## config.mk

```make
export PLATFORM = sky130hd
export DESIGN_NAME = pc_update_unit_flat
export DESIGN_NICKNAME = d
export VERILOG_FILES = /design/src/rtl/pc_update_unit_pkg.sv /design/src/rtl/pc_update_unit_if.sv /design/src/rtl/pc_update_unit_pc_next_mux.sv /design/src/rtl/pc_update_unit.sv /design/src/flat_wrapper.sv
export SDC_FILE = /design/constraint.sdc
export NUM_CORES = 1
export LEC_CHECK = 0
export CAP_MARGIN = 20
export CORE_ASPECT_RATIO = 1.75
export CORE_MARGIN = 8
export CORE_UTILIZATION = 41
export DETAILED_ROUTE_END_ITERATION = 8
export GPL_ROUTABILITY_DRIVEN = 0
export GPL_TIMING_DRIVEN = 0
export PLACE_DENSITY_LB_ADDON = 0.12
export SLEW_MARGIN = 30
export SYNTH_ARGS = -nofsm -noshare
export SYNTH_HDL_FRONTEND = slang
export SYNTH_SLANG_ARGS = --single-unit
```

## constraint.sdc

```tcl
create_clock -name clk -period 2.77 [get_ports clk]
set_input_delay 0.277 -clock clk [delete_from_list [all_inputs] [get_ports clk]]
set_output_delay 0.277 -clock clk [all_outputs]
set_load 0.1 [all_outputs]
```

## src/rtl/pc_update_unit_pkg.sv

```systemverilog
// Shared constants for the PC update stage: next-PC source encodings and reset vector.
package pc_update_unit_pkg;

    localparam int unsigned PC_SRC_W      = 2;
    localparam int unsigned INSTR_INDEX_W = 26;
    localparam int unsigned COUNT_W       = 32;

    localparam logic [PC_SRC_W-1:0] PC_SRC_SEQ    = 2'd0;
    localparam logic [PC_SRC_W-1:0] PC_SRC_BRANCH = 2'd1;
    localparam logic [PC_SRC_W-1:0] PC_SRC_JUMP   = 2'd2;
    localparam logic [PC_SRC_W-1:0] PC_SRC_REG    = 2'd3;

    localparam logic [31:0] RESET_VECTOR_DEFAULT = 32'h0040_0000;

endpackage

```

## src/rtl/pc_update_unit_if.sv

```systemverilog
// Control/data bundle between the multicycle controller and the PC update stage.
interface pc_update_unit_if
    import pc_update_unit_pkg::*;
#(
    parameter int unsigned WORD_LENGTH = 32
);
    logic [WORD_LENGTH-1:0]   sign_ext_shifted;
    logic [INSTR_INDEX_W-1:0] instr_index;
    logic [WORD_LENGTH-1:0]   reg_target;
    logic                     zero;
    logic                     target_load;
    logic                     pc_write;
    logic                     pc_write_cond;
    logic                     branch_ne;
    logic [PC_SRC_W-1:0]      pc_src;
    logic [WORD_LENGTH-1:0]   pc;
    logic [WORD_LENGTH-1:0]   pc_plus4;
    logic [WORD_LENGTH-1:0]   branch_target;
    logic                     branch_taken;
    logic [COUNT_W-1:0]       branch_count;

    modport master (
        output sign_ext_shifted, instr_index, reg_target, zero, target_load,
               pc_write, pc_write_cond, branch_ne, pc_src,
        input  pc, pc_plus4, branch_target, branch_taken, branch_count
    );

    modport slave (
        input  sign_ext_shifted, instr_index, reg_target, zero, target_load,
               pc_write, pc_write_cond, branch_ne, pc_src,
        output pc, pc_plus4, branch_target, branch_taken, branch_count
    );
endinterface

```

## src/rtl/pc_update_unit_pc_next_mux.sv

```systemverilog
// Combinational 4:1 next-PC select, including J-type and JR target formatting.
module pc_next_mux
    import pc_update_unit_pkg::*;
#(
    parameter int unsigned WORD_LENGTH = 32
) (
    input  logic [PC_SRC_W-1:0]      pc_src,
    input  logic [WORD_LENGTH-1:0]   pc_plus4,
    input  logic [WORD_LENGTH-1:0]   branch_target,
    input  logic [WORD_LENGTH-29:0]  pc_hi,
    input  logic [INSTR_INDEX_W-1:0] instr_index,
    input  logic [WORD_LENGTH-1:0]   reg_target,
    output logic [WORD_LENGTH-1:0]   next_pc_c
);

    localparam logic [WORD_LENGTH-1:0] WORD_ALIGN_MASK = ~WORD_LENGTH'(3);

    always_comb begin
        next_pc_c = pc_plus4;
        case (pc_src)
            PC_SRC_SEQ:    next_pc_c = pc_plus4;
            PC_SRC_BRANCH: next_pc_c = branch_target;
            PC_SRC_JUMP:   next_pc_c = {pc_hi, instr_index, 2'b00};
            PC_SRC_REG:    next_pc_c = reg_target & WORD_ALIGN_MASK;
            default:       next_pc_c = pc_plus4;
        endcase
    end

endmodule

```

## src/rtl/pc_update_unit.sv

```systemverilog
// PC and branch-target registers with conditional PC write for the multicycle MIPS datapath.
// Optional taken-branch counter enabled by defining BRANCH_COUNT_EN.
module pc_update_unit
    import pc_update_unit_pkg::*;
#(
    parameter int unsigned            WORD_LENGTH  = 32,
    parameter logic [WORD_LENGTH-1:0] RESET_VECTOR = WORD_LENGTH'(RESET_VECTOR_DEFAULT)
) (
    input logic             clk,
    input logic             reset,
    pc_update_unit_if.slave bus
);

    localparam logic [WORD_LENGTH-1:0] PC_STEP = WORD_LENGTH'(4);

    logic [WORD_LENGTH-1:0] pc_q, pc_d;
    logic [WORD_LENGTH-1:0] branch_target_q, branch_target_d;
    logic                   branch_taken_q, branch_taken_d;
    logic [WORD_LENGTH-1:0] pc_plus4_c;
    logic [WORD_LENGTH-1:0] next_pc_c;
    logic                   cond_c;
    logic                   pc_update_c;

    assign pc_plus4_c = pc_q + PC_STEP;

    pc_next_mux #(
        .WORD_LENGTH (WORD_LENGTH)
    ) u_pc_next_mux (
        .pc_src        (bus.pc_src),
        .pc_plus4      (pc_plus4_c),
        .branch_target (branch_target_q),
        .pc_hi         (pc_q[WORD_LENGTH-1:28]),
        .instr_index   (bus.instr_index),
        .reg_target    (bus.reg_target),
        .next_pc_c     (next_pc_c)
    );

    // BEQ takes on zero, BNE on not-zero; an unconditional write masks the branch pulse.
    always_comb begin
        cond_c          = bus.zero ^ bus.branch_ne;
        pc_update_c     = bus.pc_write | (bus.pc_write_cond & cond_c);
        pc_d            = pc_q;
        branch_target_d = branch_target_q;
        branch_taken_d  = bus.pc_write_cond & cond_c & ~bus.pc_write;
        if (pc_update_c) begin
            pc_d = next_pc_c;
        end
        if (bus.target_load) begin
            branch_target_d = pc_q + bus.sign_ext_shifted;
        end
    end

    always_ff @(posedge clk or negedge reset) begin
        if (!reset) begin
            pc_q            <= RESET_VECTOR;
            branch_target_q <= '0;
            branch_taken_q  <= 1'b0;
        end else begin
            pc_q            <= pc_d;
            branch_target_q <= branch_target_d;
            branch_taken_q  <= branch_taken_d;
        end
    end

`ifdef BRANCH_COUNT_EN
    logic [COUNT_W-1:0] branch_count_q, branch_count_d;

    // Counts on the edge that raises branch_taken, saturating at all-ones.
    always_comb begin
        branch_count_d = branch_count_q;
        if (branch_taken_d && (branch_count_q != {COUNT_W{1'b1}})) begin
            branch_count_d = branch_count_q + COUNT_W'(1);
        end
    end

    always_ff @(posedge clk or negedge reset) begin
        if (!reset) begin
            branch_count_q <= '0;
        end else begin
            branch_count_q <= branch_count_d;
        end
    end

    assign bus.branch_count = branch_count_q;
`else
    assign bus.branch_count = '0;
`endif

    assign bus.pc            = pc_q;
    assign bus.pc_plus4      = pc_plus4_c;
    assign bus.branch_target = branch_target_q;
    assign bus.branch_taken  = branch_taken_q;

endmodule

```

## src/flat_wrapper.sv

```systemverilog
// flat-port wrapper written by rule: the top's interface ports become plain ports
module pc_update_unit_flat import pc_update_unit_pkg::*;
#(
    parameter int unsigned            WORD_LENGTH  = 32,
    parameter logic [WORD_LENGTH-1:0] RESET_VECTOR = WORD_LENGTH'(RESET_VECTOR_DEFAULT)
)
  (clk, reset, bus_sign_ext_shifted, bus_instr_index, bus_reg_target, bus_zero, bus_target_load, bus_pc_write, bus_pc_write_cond, bus_branch_ne, bus_pc_src, bus_pc, bus_pc_plus4, bus_branch_target, bus_branch_taken, bus_branch_count);
  pc_update_unit_if #(.WORD_LENGTH(WORD_LENGTH)) bus_i ();
  input logic clk;
  input logic reset;
  input wire logic [$bits(bus_i.sign_ext_shifted)-1:0] bus_sign_ext_shifted;
  input wire logic [$bits(bus_i.instr_index)-1:0] bus_instr_index;
  input wire logic [$bits(bus_i.reg_target)-1:0] bus_reg_target;
  input wire logic [$bits(bus_i.zero)-1:0] bus_zero;
  input wire logic [$bits(bus_i.target_load)-1:0] bus_target_load;
  input wire logic [$bits(bus_i.pc_write)-1:0] bus_pc_write;
  input wire logic [$bits(bus_i.pc_write_cond)-1:0] bus_pc_write_cond;
  input wire logic [$bits(bus_i.branch_ne)-1:0] bus_branch_ne;
  input wire logic [$bits(bus_i.pc_src)-1:0] bus_pc_src;
  output wire logic [$bits(bus_i.pc)-1:0] bus_pc;
  output wire logic [$bits(bus_i.pc_plus4)-1:0] bus_pc_plus4;
  output wire logic [$bits(bus_i.branch_target)-1:0] bus_branch_target;
  output wire logic [$bits(bus_i.branch_taken)-1:0] bus_branch_taken;
  output wire logic [$bits(bus_i.branch_count)-1:0] bus_branch_count;
  assign bus_i.sign_ext_shifted = bus_sign_ext_shifted;
  assign bus_i.instr_index = bus_instr_index;
  assign bus_i.reg_target = bus_reg_target;
  assign bus_i.zero = bus_zero;
  assign bus_i.target_load = bus_target_load;
  assign bus_i.pc_write = bus_pc_write;
  assign bus_i.pc_write_cond = bus_pc_write_cond;
  assign bus_i.branch_ne = bus_branch_ne;
  assign bus_i.pc_src = bus_pc_src;
  assign bus_pc = bus_i.pc;
  assign bus_pc_plus4 = bus_i.pc_plus4;
  assign bus_branch_target = bus_i.branch_target;
  assign bus_branch_taken = bus_i.branch_taken;
  assign bus_branch_count = bus_i.branch_count;
  pc_update_unit #(.WORD_LENGTH(WORD_LENGTH), .RESET_VECTOR(RESET_VECTOR)) u_core (.clk(clk), .reset(reset), .bus(bus_i));
endmodule
```

==> metrics <==
# Max-Cap Violations 0; Yosys reg bits 65; Mapped Avg Cell Area 8.89 um^2; Final Hold Viols 0; status complete, no violations; Post-synth EDFFs 0; drt wl/cell 22.4 um; reg2reg setup slack 0.05 ns; CP arrival 3.00 ns; unrepaired setup endpoints after global routing yes; Crit-path slowest cell dfrtp_4; pin count of the biggest net entering global routing 39; number of placement rows 58; CP cell instances ha_4, fa_2, a21oi_4, o211ai_4, a2111oi_4, buf_4, nor3_2, nor4_4, buf_4, o2111a_1, a311o_1; clock transition at the registers of the reported paths 0.06 ns; final slew viol count 0; remaining global-route overflow 0; Setup Crit Path Kind reg2reg; Vias per Instance 5.82; Internal Pwr Total 4.29 mW; sequential power share 0.174; maximum fanout along the worst path 5; endpoints failing setup 0; number of global-route vias before repair 6639; Yosys top cell area share 0.269; Combinational Power Share 0.716; Total GRT Usage 0.258; Layout Cells excl Fill 1103; required time worst endpoint 3.04 ns; Sw Share 0.602; Synth area leader dfrtp_1; Final Instance Area 9410 um^2; CTS H-tree depth 3; fin util 0.658; pre-CTS setup slack -0.753 ns; Max rail drop VDD 896 uV; initial antenna violation count 0; clock buffer depth 2; Starting Density 0.417; first-pass GRT wire length 37200 um; die area 18800 um^2; nets 1050; final wirelength 24800 um; top area cells in the synthesized netlist dfrtp_1, mux4_2, ha_1, a21oi_1, xnor2_1; Residual DRC 0; placed wire-length estimate 19300 um; number of buffers created by CTS 9; Crit path top cell by count buf_4; layout cell share with drive strength beyond 1 0.286; Ports 228; clock period minus final worst setup slack 2.72 ns; critical path's largest stage delay 0.49 ns; Hold Crit Class in2async; max_slew headroom 0.322; Root Driver clkbuf_16; Area growth syn-to-layout 57.7%; Leakage 3.82 nW; Core Box Area 14300 um^2; Post-synth ARST share 1.00; CTS tree yes; skew final 0.00685 ns; Via Count 6415; predominant post-synthesis flop cell dfrtp_1; Register-to-Register Path Depth 11; f_max 367 MHz; DP Cell Count 1074; Netlist cell types 68; Die X-Extent 107 um; synth warn 0; initial drt markers 434; cell area after synthesis 5960 um^2; kind of end point of the critical path flop; n_diodes 0; final period utilization 0.982; drt first pass iters 5; sequential area share after synthesis 0.273; Worst-Skew Late Latency 0.34 ns; Die Y 176 um; clock share of power 0.110; P per Cell Area 1140 nW/um^2; synthesized instance count 671; Worst-Margin Slew 1.01 ns; post-route ant nets 0; dpl cell area 8810 um^2; sw power 6.48 mW; CP Launch Type flop; clock tree sinks 65; post-route setup slack 0.0485 ns; IO buf count 191
==> area by class of cell <==
| class | count | area, um^2 |
|---|---|---|
| Buffer | 63 | 392 |
| Timing Repair Buffer | 212 | 2030 |
| Sequential cell | 65 | 1720 |
| Multi-Input combinational cell | 546 | 4660 |
| Clock buffer | 13 | 260 |
| Tap cell | 180 | 225 |
| Clock inverter | 3 | 40.0 |
| Fill cell | 1156 | 4890 |
| Inverter | 21 | 78.8 |
==> metal layers <==
metal	global-route usage	wire [um]	part of all wire	vias to the layer above
met5	0	0	0	-
li1	-	-	-	2889
met3	0.0539	1860	0.075	84
met2	0.462	13200	0.53	349
met1	0.262	8360	0.34	3093
met4	0.162	1310	0.053	0
==> synthesized netlist by cell type, types with 14 or more instances <==
| master | n |
|---|---|
| o21ai_0 | 28 |
| clkbuf_1 | 28 |
| nand3_1 | 26 |
| a21oi_1 | 57 |
| nor2_1 | 60 |
| nor3_1 | 14 |
| buf_4 | 35 |
| ha_1 | 32 |
| nand4_1 | 17 |
| dfrtp_1 | 64 |
| xor2_1 | 14 |
| xnor2_1 | 32 |
| mux2_2 | 19 |
| mux4_2 | 26 |
| nand2_1 | 59 |
| inv_1 | 21 |
==> cells by family (layout without fill, tap and decap cells) <==
family / after synthesis / in the layout / synth area share
xor+xnor: 46 / 46 / 0.0676
buf+inv: 91 / 312 / 0.0799
simple gates: 217 / 217 / 0.177
other cells: 1 / 32 / 0.000629
mux: 48 / 48 / 0.140
fa+ha+maj: 33 / 33 / 0.0705
compound gates: 170 / 170 / 0.191
flops: 65 / 65 / 0.273
==> through the flow <==
step	hold slack, ns	total power [mW]	setup TNS, ns
6_report	0.477	10.8	0
2_1_floorplan	-0.0186	7.54	-0.210
3_5_place_dp	0.300	9.35	-14.81
3_3_place_gp	0.502	9.27	-96.00
5_1_grt	0.535	11.2	-0.0816
4_1_cts	0.477	10.6	-0.303
==> registers in the layout (all words and copies together), names as in the netlist <==
name                      cells
u_core.bus.branch_target     32
u_core.bus.branch_taken       1
u_core.bus.pc                32
==> layout by cell type (no fill, tap or decap), types with 9 or more instances in the layout <==
cell type	instances
buf_2	11
clkdlybuf4s50_1	163
clkbuf_1	20
mux4_2	26
nor3_1	12
dfrtp_1	37
xnor2_1	12
o21ai_0	27
a21oi_1	51
conb_1	32
clkbuf_16	9
xnor2_4	12
ha_2	10
dfrtp_4	21
mux2_2	19
buf_4	61
a21o_1	12
o22a_1	12
nand4_1	17
nand2_1	58
inv_1	21
ha_1	18
nand3_1	21
nor2_1	52
==> path summary, 6_finish.rpt <==
check,start,endpoint
min,reset,u_core.bus.pc[10]
max reg2reg,u_core.bus.pc[0],u_core.bus.branch_target[24]
min in group clk,bus_target_load,u_core.bus.branch_target[15]
max,u_core.bus.pc[0],u_core.bus.branch_target[24]
max in group asynchronous,reset,u_core.bus.pc[24]
min reg2reg,u_core.bus.branch_target[23],u_core.bus.branch_target[23]
==> repair_timing <==
item	CTS	global route
pin swaps	19	12
endpoints found under the hold margin	36	0
buffers inserted	10	9
gates resized for setup	123	43
hold buffers	1	0
endpoints found under the setup margin	40	34
gates cloned	0	0
==> power groups by stage <==
stage                     logic [mW]  registers (mW)  clock network (mW)
after floorplan                 3.31            4.23                   0
after global placement          7.38            1.89                   0
after detailed placement        7.44            1.91                   0
after CTS                       7.51            1.89                1.19
after global routing            8.00            1.93                1.23
final                           7.70            1.88                1.18
==> critical path: cells and delay by family, from the launching register on <==
kind                     cells  cell delay, ns
AO/OA/AOI/OAI                5            0.91
adder cells (fa/ha/maj)      2            0.54
flip-flops                   1            0.49
buffers and inverters        2            0.38
AND/OR/NAND/NOR              2            0.33
(Power assumes the default switching activity.)
